[src/rtl/role_dealer.sv]
// role_dealer: deals hidden roles (villager/wolf/doctor) to NUM_PLAYERS slots from a
// loadable Galois LFSR, using rejection sampling with a bounded lowest-free-slot fallback.
// Output player 0 occupies the two MSBs of roles, matching the legacy seed table layout.
module role_dealer #(
    parameter int unsigned NUM_PLAYERS = 5,
    parameter int unsigned NUM_WOLVES  = 1,
    parameter int unsigned NUM_DOCTORS = 1,
    parameter int unsigned LFSR_W      = 16,
    parameter logic [LFSR_W-1:0] LFSR_TAPS = LFSR_W'(16'hB400),
    parameter int unsigned MAX_TRIES   = 32
) (
    input  logic                     clock,
    input  logic                     reset_n,
    input  logic [LFSR_W-1:0]        seed,
    input  logic                     seed_load,
    input  logic                     start,
    output logic                     busy,
    output logic                     done,
    output logic [2*NUM_PLAYERS-1:0] roles
);

    localparam int unsigned PW    = (NUM_PLAYERS > 1) ? $clog2(NUM_PLAYERS) : 1;
    localparam int unsigned TOTAL = NUM_WOLVES + NUM_DOCTORS;
    localparam int unsigned CW    = $clog2(NUM_PLAYERS + 1);
    localparam int unsigned TW    = ($clog2(MAX_TRIES + 1) > 0) ? $clog2(MAX_TRIES + 1) : 1;

    if (NUM_PLAYERS < 2 || NUM_PLAYERS > 16 || NUM_WOLVES < 1 || TOTAL > NUM_PLAYERS ||
        LFSR_W < PW) begin : g_bad_params
        $error("role_dealer: illegal parameter combination");
    end

    typedef enum logic [1:0] {StIdle, StClear, StPlace, StDone} state_e;

    state_e                       state_q, state_d;
    logic [LFSR_W-1:0]            lfsr_q, lfsr_d;
    logic [NUM_PLAYERS-1:0][1:0]  slot_q, slot_d;
    logic [CW-1:0]                placed_q, placed_d;
    logic [TW-1:0]                tries_q, tries_d;

    logic [PW-1:0]     cand;
    logic              cand_ok;
    logic [PW-1:0]     free_idx;
    logic [1:0]        new_code;
    logic [LFSR_W-1:0] lfsr_step;

    assign cand      = lfsr_q[PW-1:0];
    assign lfsr_step = lfsr_q[0] ? ((lfsr_q >> 1) ^ LFSR_TAPS) : (lfsr_q >> 1);
    assign new_code  = (32'(placed_q) < NUM_WOLVES) ? 2'b01 : 2'b10;

    // Candidate acceptance and lowest-index free slot (fallback target).
    always_comb begin
        cand_ok  = 1'b0;
        free_idx = '0;
        for (int i = NUM_PLAYERS - 1; i >= 0; i--) begin
            if (slot_q[i] == 2'b00) begin
                free_idx = PW'(i);
                if (cand == PW'(i)) cand_ok = 1'b1;
            end
        end
    end

    // Next-state logic and busy/done decode.
    always_comb begin
        state_d  = state_q;
        lfsr_d   = lfsr_q;
        slot_d   = slot_q;
        placed_d = placed_q;
        tries_d  = tries_q;
        busy     = 1'b0;
        done     = 1'b0;
        unique case (state_q)
            StIdle: begin
                // Load lands on the same edge as start, so the deal sees the new seed.
                if (seed_load) lfsr_d = (seed == '0) ? LFSR_W'(1) : seed;
                if (start) state_d = StClear;
            end
            StClear: begin
                busy     = 1'b1;
                slot_d   = '0;
                placed_d = '0;
                tries_d  = '0;
                state_d  = StPlace;
            end
            StPlace: begin
                busy   = 1'b1;
                lfsr_d = lfsr_step;
                if (32'(tries_q) == MAX_TRIES) begin
                    slot_d[free_idx] = new_code;
                    placed_d         = placed_q + 1'b1;
                    tries_d          = '0;
                end else if (cand_ok) begin
                    slot_d[cand] = new_code;
                    placed_d     = placed_q + 1'b1;
                    tries_d      = '0;
                end else begin
                    tries_d = tries_q + 1'b1;
                end
                if (32'(placed_d) == TOTAL) state_d = StDone;
            end
            StDone: begin
                done    = 1'b1;
                state_d = StIdle;
            end
            default: state_d = StIdle;
        endcase
    end

    // Flatten slots so player 0 lands in the MSBs.
    always_comb begin
        roles = '0;
        for (int i = 0; i < NUM_PLAYERS; i++) begin
            roles[2*(NUM_PLAYERS-1-i) +: 2] = slot_q[i];
        end
    end

    // State registers with asynchronous active-low reset.
    always_ff @(posedge clock or negedge reset_n) begin
        if (!reset_n) begin
            state_q  <= StIdle;
            lfsr_q   <= LFSR_W'(1);
            slot_q   <= '0;
            placed_q <= '0;
            tries_q  <= '0;
        end else begin
            state_q  <= state_d;
            lfsr_q   <= lfsr_d;
            slot_q   <= slot_d;
            placed_q <= placed_d;
            tries_q  <= tries_d;
        end
    end

endmodule

[config.mk]
export PLATFORM = sky130hd
export DESIGN_NAME = role_dealer
export DESIGN_NICKNAME = d
export VERILOG_FILES = /design/src/rtl/role_dealer.sv
export SDC_FILE = /design/constraint.sdc
export NUM_CORES = 1
export LEC_CHECK = 0
export CORE_ASPECT_RATIO = 1.5
export CORE_MARGIN = 8
export CORE_UTILIZATION = 35
export DETAILED_ROUTE_END_ITERATION = 10
export SYNTH_ARGS = -nofsm -noshare
export SYNTH_HDL_FRONTEND = slang
export SYNTH_SLANG_ARGS = --single-unit
[constraint.sdc]
create_clock -name clock -period 2.4 [get_ports clock]
set_input_delay 0.48 -clock clock [delete_from_list [all_inputs] [get_ports clock]]
set_output_delay 0.48 -clock clock [all_outputs]
set_load 0.1 [all_outputs]
==> summary.txt <==
Outcome
  • Status: finished clean

Global routing
  • Tot GR Track Use: 11.7%
  • Initial antenna violation count: 0
  • Vias in the first global route: 1,705
  • Pin count of the biggest net entering global routing: 38
  • First-pass GRT wire length: 8.06 mm
  • Total gr overflow: 0

CTS
  • TritonCTS clock tree: yes
  • Clk buf depth: 2
  • Post-CTS setup buffer count: 0
  • H-tree depth: 2
  • Clock latency at the later pin of the worst-skew pair: 0.29 ns
  • Post-cts gate resize count: 0
  • Root Buffer Master: clkbuf_8
  • Clock buffer count from CTS: 5
  • Num Clock Sinks: 37
  • Clock-pin slew on the worst setup and hold paths: 0.08 ns
  • Post-cts hold buffer count: 0

STA
  • WHS: 0.281 ns
  • Min Tclk post-route: 2.04 ns
  • RSZ-0062 raised after global routing: no
  • Setup TNS: 0 ns
  • Max-slew violation count: 0
  • Slew margin rel.: 44.9%
  • Fmax: 490 MHz
  • Post-route clock skew: 0.00591 ns
  • Part of the cycle the worst path needs: 85.0%
  • Final Hold Viols: 0
  • Least-Margin Pin Slew: 0.826 ns
  • Final setup fails: 0

Setup path
  • Worst Path Max Fanout: 11
  • WS Path Type: reg2out
  • CP endpoint kind: primary output
  • Max incr delay on CP: 0.55 ns
  • R2R setup slack: 0.43 ns
  • Buffer and inverter count on the worst path: 2
  • Slowest CP cell: ha_1
  • Critical path arrival: 1.56 ns
  • Delay-heaviest family, CP: adder cells
  • Startpoint types: flop
  • WP data required: 1.92 ns
  • CP Cell Sequence: inv_1 -> ha_1 -> buf_12

Cells and area
  • Share of layout cells above drive strength 1: 12.3%
  • # fillers: 587
  • Final cell count without fillers: 324
  • Final-stage net count: 278
  • Area Growth Syn to Fin: 21.2%
  • Ant diodes: 0
  • Post-route cell area: 2510 um2

Floorplanning
  • Row cnt: 34
  • Full die area: 8670 um2
  • Chip height: 110 um
  • Initial Util: 36.0%
  • Core ar.: 5740 um2
  • I/O pins: 32
  • Die W: 78.7 um

Power
  • Clock power share: 11.3%
  • Combinational cell fraction of total power: 60.2%
  • Switching Fraction: 51.9%
  • Flop pwr share: 28.5%
  • P per Cell Area: 1500 nW/um2
  • VDD IR max: 0.604 mV
  • Sw Pwr: 1.96 mW
  • Overall power: 3.77 mW
  • Pleak: 1.10 nW
  • P_int: 1.81 mW

Drt
  • First-iteration detailed-routing DRC count: 125
  • First drt pass iteration count: 4
  • Residual DRC: 0
  • Routed WL per cell: 14.6 um
  • Final WL: 4.73 mm
  • Vias: 1,696
  • Vias/cell: 5.23
  • Routed Antenna Nets: 0

Logic synthesis
  • Synth unique cells: 39
  • Mapped Area: 2070 um2
  • Cells after Synth: 221
  • Synth Warn #: 0
  • Number of synthesized flops with an enable pin: 0
  • Syn Nets: 248
  • Main synth FF type: dfrtp_1
  • Sequential share of the synthesized area: 44.9%
  • Post-synthesis register bit count: 37
  • FFs w/ async S/R, synth: 100%
  • Syn avg cell area: 9.35 um2

Placement
  • Hpwl dp: 3.52 mm
  • Dpl cell area: 2420 um2
  • Buffers on Ports: 31
  • Dpl cells: 316
  • RePlAce Congestion: 0.792

Hold path
  • Worst hold-check path type: in2async

Run
  • Max-cap violations: 0
==> worst reg2reg max path: cells and delay by family (launching register included) <==
family,cells,cell delay (ns)
AO/OA/AOI/OAI,2,0.44
adder cells (fa/ha/maj),1,0.18
buffers and inverters,1,0.07
flip-flops,1,0.37
multiplexers,1,0.39
AND/OR/NAND/NOR,2,0.42
==> cells in the mapped netlist (2+ instances only) <==
cell,number,share of area (%)
xnor2_1,4,1.7
nor4_1,5,1.5
a22o_1,6,2.5
nand4_1,4,1.2
o221ai_1,2,0.85
dfrtp_1,36,44
mux2_2,2,1.1
nor3_1,6,1.5
a31oi_1,2,0.61
nand3_1,7,1.7
buf_2,2,0.48
o21ai_0,25,6.1
clkbuf_1,6,1.1
and3_1,2,0.61
nand2_1,35,6.4
buf_1,2,0.36
mux2i_1,17,8.2
ha_1,7,4.2
o2bb2ai_1,3,1.3
a21oi_1,5,1.2
inv_1,6,1.1
a41o_1,2,0.97
nor2b_1,3,0.91
a22oi_1,3,1.1
nor3b_1,3,1.1
nor2_1,13,2.4
==> per-layer routing <==
layer | GRT usage [%] | share of wire [%] | vias up
li1 | - | - | 857
met1 | 13.3 | 43 | 795
met2 | 19.8 | 50 | 36
met3 | 3.00 | 4.1 | 8
met4 | 5.72 | 2.2 | 0
met5 | 0 | 0 | -
==> power groups by stage <==
stage / logic (mW) / registers [mW] / clock network [mW]
finish: 2.27 / 1.07 / 0.426
global route: 2.48 / 1.10 / 0.473
CTS: 2.29 / 1.08 / 0.442
detailed placement: 2.28 / 1.09 / 0
global placement: 2.26 / 1.08 / 0
floorplan: 1.43 / 1.39 / 0
==> path summary, 6_finish.rpt <==
| path | from | end | cells past startpoint |
|---|---|---|---|
| max reg2reg | tries_q[0] | state_q[0] | 7 |
| min | reset_n | placed_q[0] | 1 |
| min in group clock | lfsr_q[6] | lfsr_q[6] | 2 |
| max in group asynchronous | reset_n | roles[6] | 1 |
| max | state_q[0] | busy | 3 |
| min reg2reg | lfsr_q[6] | lfsr_q[6] | 2 |
==> flip-flops by register name, indices dropped and copies added (netlist names) <==
register	flops
tries_q	6
state_q	2
placed_q	3
lfsr_q	16
roles	10
==> layout make-up <==
| type | instances | area [um2] | share of cell area, % |
|---|---|---|---|
| Clock buffer | 6 | 72.6 | 2.90 |
| Clock inverter | 2 | 10.0 | 0.399 |
| Inverter | 7 | 26.3 | 1.05 |
| Multi-Input combinational cell | 166 | 1070 | 42.7 |
| Sequential cell | 37 | 927 | 37.0 |
| Tap cell | 72 | 90.1 | 3.59 |
| Timing Repair Buffer | 34 | 310 | 12.4 |
==> cell usage in the layout, fill, tap and decap left out, types with 7 or more instances in the layout <==
cell type / instances
clkdlybuf4s50_1: 18
nand3_1: 7
ha_1: 7
mux2i_1: 16
o21ai_0: 25
nand2_1: 35
dfrtp_1: 36
buf_4: 14
nor2_1: 13
==> metrics by stage <==
stage,setup WS [ns],util (%)
5_1_grt,0.265,43.6
4_1_cts,0.344,43.6
6_report,0.360,43.6
3_3_place_gp,0.459,42.2
2_1_floorplan,0.0825,-
3_5_place_dp,0.422,42.2
==> cells by family (layout without fill, tap and decap cells) <==
family,after synthesis,count (layout),share of synthesized area [%]
AOI/OAI and AO/OA,53,53,16.9
buffers and inverters,18,49,3.57
muxes,20,20,10.0
and+or+nand+nor,82,82,18.7
adders and majority gates,7,7,4.24
DFF,37,37,44.9
xor gates and xnor gates,4,4,1.69
No activity file was read; power rests on OpenSTA's default activity.
